## src/rtl/fifo_stream_reader.sv

```systemverilog
// Read-side drain engine: pops a synchronous FIFO and re-presents
// the words on a valid/ready stream through a 2-entry skid buffer.
module fifo_stream_reader #(
  parameter int WIDTH     = 8,
  parameter int CNT_WIDTH = 16
) (
  input  logic                 clk,
  input  logic                 rst,
  input  logic                 fifo_empty,
  output logic                 fifo_rd_en,
  input  logic [WIDTH-1:0]     fifo_dout,
  output logic                 data_valid,
  input  logic                 data_ready,
  output logic [WIDTH-1:0]     data_out,
  output logic [CNT_WIDTH-1:0] pop_count
);

  logic [1:0]       occ;
  logic             inflight;
  logic [WIDTH-1:0] head_q;
  logic [WIDTH-1:0] tail_q;

  logic             accept;
  logic             pop;
  logic [1:0]       level;
  logic [WIDTH-1:0] head_d;
  logic [WIDTH-1:0] tail_d;

  assign data_valid = (occ != 2'd0);
  assign data_out   = head_q;
  assign accept     = data_valid & data_ready;
  assign pop        = fifo_rd_en & ~fifo_empty;

  // Occupancy after this edge, counting the word already in flight
  always_comb begin
    level = occ + {1'b0, inflight} - {1'b0, accept};
  end

  // Pop only when the word it returns is guaranteed a free slot
  always_comb begin
    fifo_rd_en = ~rst & ~fifo_empty & (level < 2'd2);
  end

  // Retire the head on accept, then drop the arriving word at the tail
  always_comb begin
    head_d = head_q;
    tail_d = tail_q;
    if (accept) begin
      head_d = tail_q;
    end
    if (inflight) begin
      if (level == 2'd1) begin
        head_d = fifo_dout;
      end else begin
        tail_d = fifo_dout;
      end
    end
  end

  // Skid-buffer, in-flight and pop-counter state
  always_ff @(posedge clk or posedge rst) begin
    if (rst) begin
      occ       <= 2'd0;
      inflight  <= 1'b0;
      head_q    <= '0;
      tail_q    <= '0;
      pop_count <= '0;
    end else begin
      occ      <= level;
      inflight <= pop;
      head_q   <= head_d;
      tail_q   <= tail_d;
      if (pop) begin
        pop_count <= pop_count + 1'b1;
      end
    end
  end

endmodule

```

## config.mk

```make
export PLATFORM = sky130hd
export DESIGN_NAME = fifo_stream_reader
export DESIGN_NICKNAME = d
export VERILOG_FILES = /design/src/rtl/fifo_stream_reader.sv
export SDC_FILE = /design/constraint.sdc
export NUM_CORES = 1
export LEC_CHECK = 0
export ABC_AREA = 1
export CORE_ASPECT_RATIO = 1.4
export CORE_MARGIN = 1
export CORE_UTILIZATION = 40
export CTS_BUF_LIST = sky130_fd_sc_hd__clkbuf_16
export DETAILED_ROUTE_END_ITERATION = 10
export PLACE_DENSITY_LB_ADDON = 0.15
export SLEW_MARGIN = 20
export SYNTH_ARGS = -nofsm -noshare
export SYNTH_HDL_FRONTEND = slang
export SYNTH_SLANG_ARGS = --single-unit
```

## constraint.sdc

```tcl
create_clock -name clk -period 5.15 [get_ports clk]
set_input_delay 1.03 -clock clk [delete_from_list [all_inputs] [get_ports clk]]
set_output_delay 1.03 -clock clk [all_outputs]
set_load 0.05 [all_outputs]
```

==> impl_metrics.json <==
{
  "outcome": "finished, final reports clean",
  "synthCells": 253,
  "die_h_um": 83.5,
  "rrSetupSlack_ps": 2550,
  "clock_latency_ps": 270,
  "place.gp.congestion": 0.832,
  "cp-start-kind": "input port",
  "holdCritStartpoint": "tail_q[2]",
  "whs_path_depth": 2,
  "cts-htree-levels": 2,
  "route.detailed.drc": 0,
  "first_pass_iters": 4,
  "max_clock_freq_ghz": 0.259,
  "cts-buffers-inserted": 5,
  "grt_overflow": 0,
  "p_per_area_nw_per_um2": 594,
  "synth_top_family_by_area": "simple AND/OR/NAND/NOR gates",
  "n_antenna_cell": 0,
  "worstPathArrival_ps": 2840,
  "synthesis.nets": 268,
  "ys_seq_elements": 35,
  "synth-simple-area-share_pct": 39.0,
  "die_area_um2": 5030,
  "worstReg2RegEnd": "tail_q[5]",
  "ioPinCount": 38,
  "r2r-start": "occ[1]",
  "reg2regPathDepth": 10,
  "yosys.area_share.xor_xnor_pct": 3.69,
  "drive_gt1_share_pct": 6.80,
  "ys_warn_count": 0,
  "avgSynthCellArea_um2": 7.50,
  "area_growth_pct": 30.6,
  "vdd_drop_max_mv": 0.292,
  "ctsHoldBuffers": 0,
  "p_leak_uw": 0.00121,
  "cts_resized": 0,
  "port_buffers": 37,
  "hpwl_um": 3070,
  "max-slew-margin-rel_pct": 59.3,
  "grt_pass1_vias": 1587,
  "drv_cap": 0,
  "clkTransAtPathRegs_ps": 50,
  "finalHoldViolations": 0,
  "stdcell_area_um2": 2480,
  "cp-startpoint": "data_ready",
  "wl_per_cell_um": 12.1,
  "tightest_slew_ps": 611,
  "ys_seq_area_share_pct": 46.1,
  "tns_ps": 0,
  "critPathKind": "input port to output port",
  "cp_max_fo": 9,
  "clock_path_buffers": 2,
  "final_net_count": 308,
  "route.vias.total": 1693,
  "cp_data_required_time_ps": 4120,
  "yosysUniqueCellTypes": 22,
  "min_path_type": "flop to flop",
  "synth_fa_ha_area_share_pct": 1.98,
  "period_needed_ps": 3870,
  "die_width_um": 60.2,
  "layout_worst_path_cycle_share_pct": 75.1,
  "rsz0062_at_grt": "false",
  "core_area_um2": 4540,
  "clock_sinks": 35,
  "gr-usage-met2_pct": 32.3,
  "grt_max_degree": 36,
  "endpoint_kind": "output port",
  "report.final.slew_viol_count": 0,
  "placed_area_um2": 2310,
  "cts-root-buf": "clkbuf_16",
  "antenna_left": 0,
  "globalRouteTotalUtil_pct": 19.0,
  "antenna_found_initial": 0,
  "viasPerCell": 4.76,
  "setup_viol": 0,
  "syn_area_um2": 1900,
  "dr.first_iter.drc_count": 59,
  "routed_wl_um": 4310,
  "initial_core_util_pct": 41.8,
  "fin_worst_skew_ps": 3.71,
  "top_usage_layer": "met2",
  "cts_setup_buffers": 0,
  "synth_compound_area_share_pct": 2.83,
  "grt.met3_usage_pct": 3.26,
  "hold_end": "tail_q[2]",
  "grt_pass1_wl_um": 7310,
  "rows": 29,
  "cts_tree": "done",
  "synthMuxAreaShare_pct": 0,
  "met1_usage_pct": 22.5
}
-- per-layer routing --
metal	wire (um)	vias up
met1	1910	778
li1	-	875
met4	54	0
met5	0	-
met2	2210	35
met3	129	5
-- sequential cells by signal, summed over array words and instances, names as in the netlist --
register,flops
pop_count,16
data_out,8
tail_q,8
occ,2
inflight,1
-- power breakdown --
part           internal [uW]  total [uW]  switching [uW]  leakage [uW]
sequential               366         445            79.0      0.000456
combinational            215         692             477      0.000676
clock                    225         335             109     0.0000812
total                    806        1470             666       0.00121
-- critical path: stages --
cell and delay [ps]:
clkdlybuf4s50_1 470, nand2_2 130, inv_2 170, ha_1 250, inv_1 60, ha_1 180, inv_1 60, nand2_2 100
nand2_4 90, nor2_1 90, buf_4 200
-- logic make-up (layout without fill, tap and decap cells) --
logic type                 count (synthesis)  after routing
and+or+nand+nor                          170            170
AOI/OAI and AO/OA                         10             10
adders and majority gates                  3              3
DFF                                       35             35
xor gates and xnor gates                   8              8
buffers and inverters                     27             68
-- metrics by stage --
step | setup slack (ps) | power, uW | hold slack, ps | util [%] | cells
finish | 1280 | 1470 | 469 | 54.6 | 356
global route | 1160 | 1570 | 493 | 54.6 | 356
CTS | 1280 | 1480 | 474 | 54.6 | 356
floorplan | 1280 | 943 | 442 | - | 253
global placement | 1350 | 1130 | 455 | 51.0 | 348
detailed placement | 1280 | 1140 | 462 | 51.0 | 348
-- layout by cell type (no fill, tap or decap) --
| cell type | count |
|---|---|
| nand2_1 | 121 |
| clkdlybuf4s50_1 | 36 |
| dfrtp_1 | 35 |
| inv_1 | 19 |
| nor2_1 | 15 |
| nand3_1 | 13 |
| nand4_1 | 11 |
| o21ai_0 | 9 |
| xnor2_1 | 5 |
| clkbuf_16 | 5 |
| nand3_2 | 3 |
| xor2_1 | 3 |
| ha_1 | 3 |
| nand2_2 | 2 |
| nand3b_1 | 2 |
| inv_2 | 2 |
| buf_4 | 2 |
| nand2_4 | 1 |
| nor2_8 | 1 |
| inv_4 | 1 |
| o21ai_2 | 1 |
| or2_1 | 1 |
| clkinv_2 | 1 |
| clkinv_1 | 1 |
| bufinv_16 | 1 |
-- cells in the mapped netlist (all sizes together) --
| cell type | instances | area [um^2] |
|---|---|---|
| clkbuf | 1 | 3.75 |
| ha | 3 | 37.5 |
| buf | 4 | 32.5 |
| nand2 | 124 | 478 |
| xor2 | 3 | 26.3 |
| nand4 | 11 | 68.8 |
| dfrtp | 35 | 876 |
| o21ai | 10 | 53.8 |
| nand3b | 2 | 15.0 |
| nand3 | 16 | 95.1 |
| nor2 | 16 | 76.3 |
| inv | 22 | 85.1 |
| or2 | 1 | 6.26 |
| xnor2 | 5 | 43.8 |
-- cell type report --
cell class                 count  area, um^2
timing repair buffer          38         375
sequential                    35         876
clock inverter                 3        38.8
inverter                      22        85.1
multi-input combinational    191         901
tap                           62        77.6
fill                         463        2060
clock buffer                   5         125
-- how the worst max path moves through the flow --
stage	endpoint	slack [ps]	cells after the start
6_report	fifo_rd_en	1280	11
3_5_place_dp	fifo_rd_en	1280	11
5_1_grt	fifo_rd_en	1160	11
3_3_place_gp	fifo_rd_en	1350	11
4_1_cts	fifo_rd_en	1280	11
2_1_floorplan	fifo_rd_en	1280	3
No activity file was read; power rests on OpenSTA's default activity.
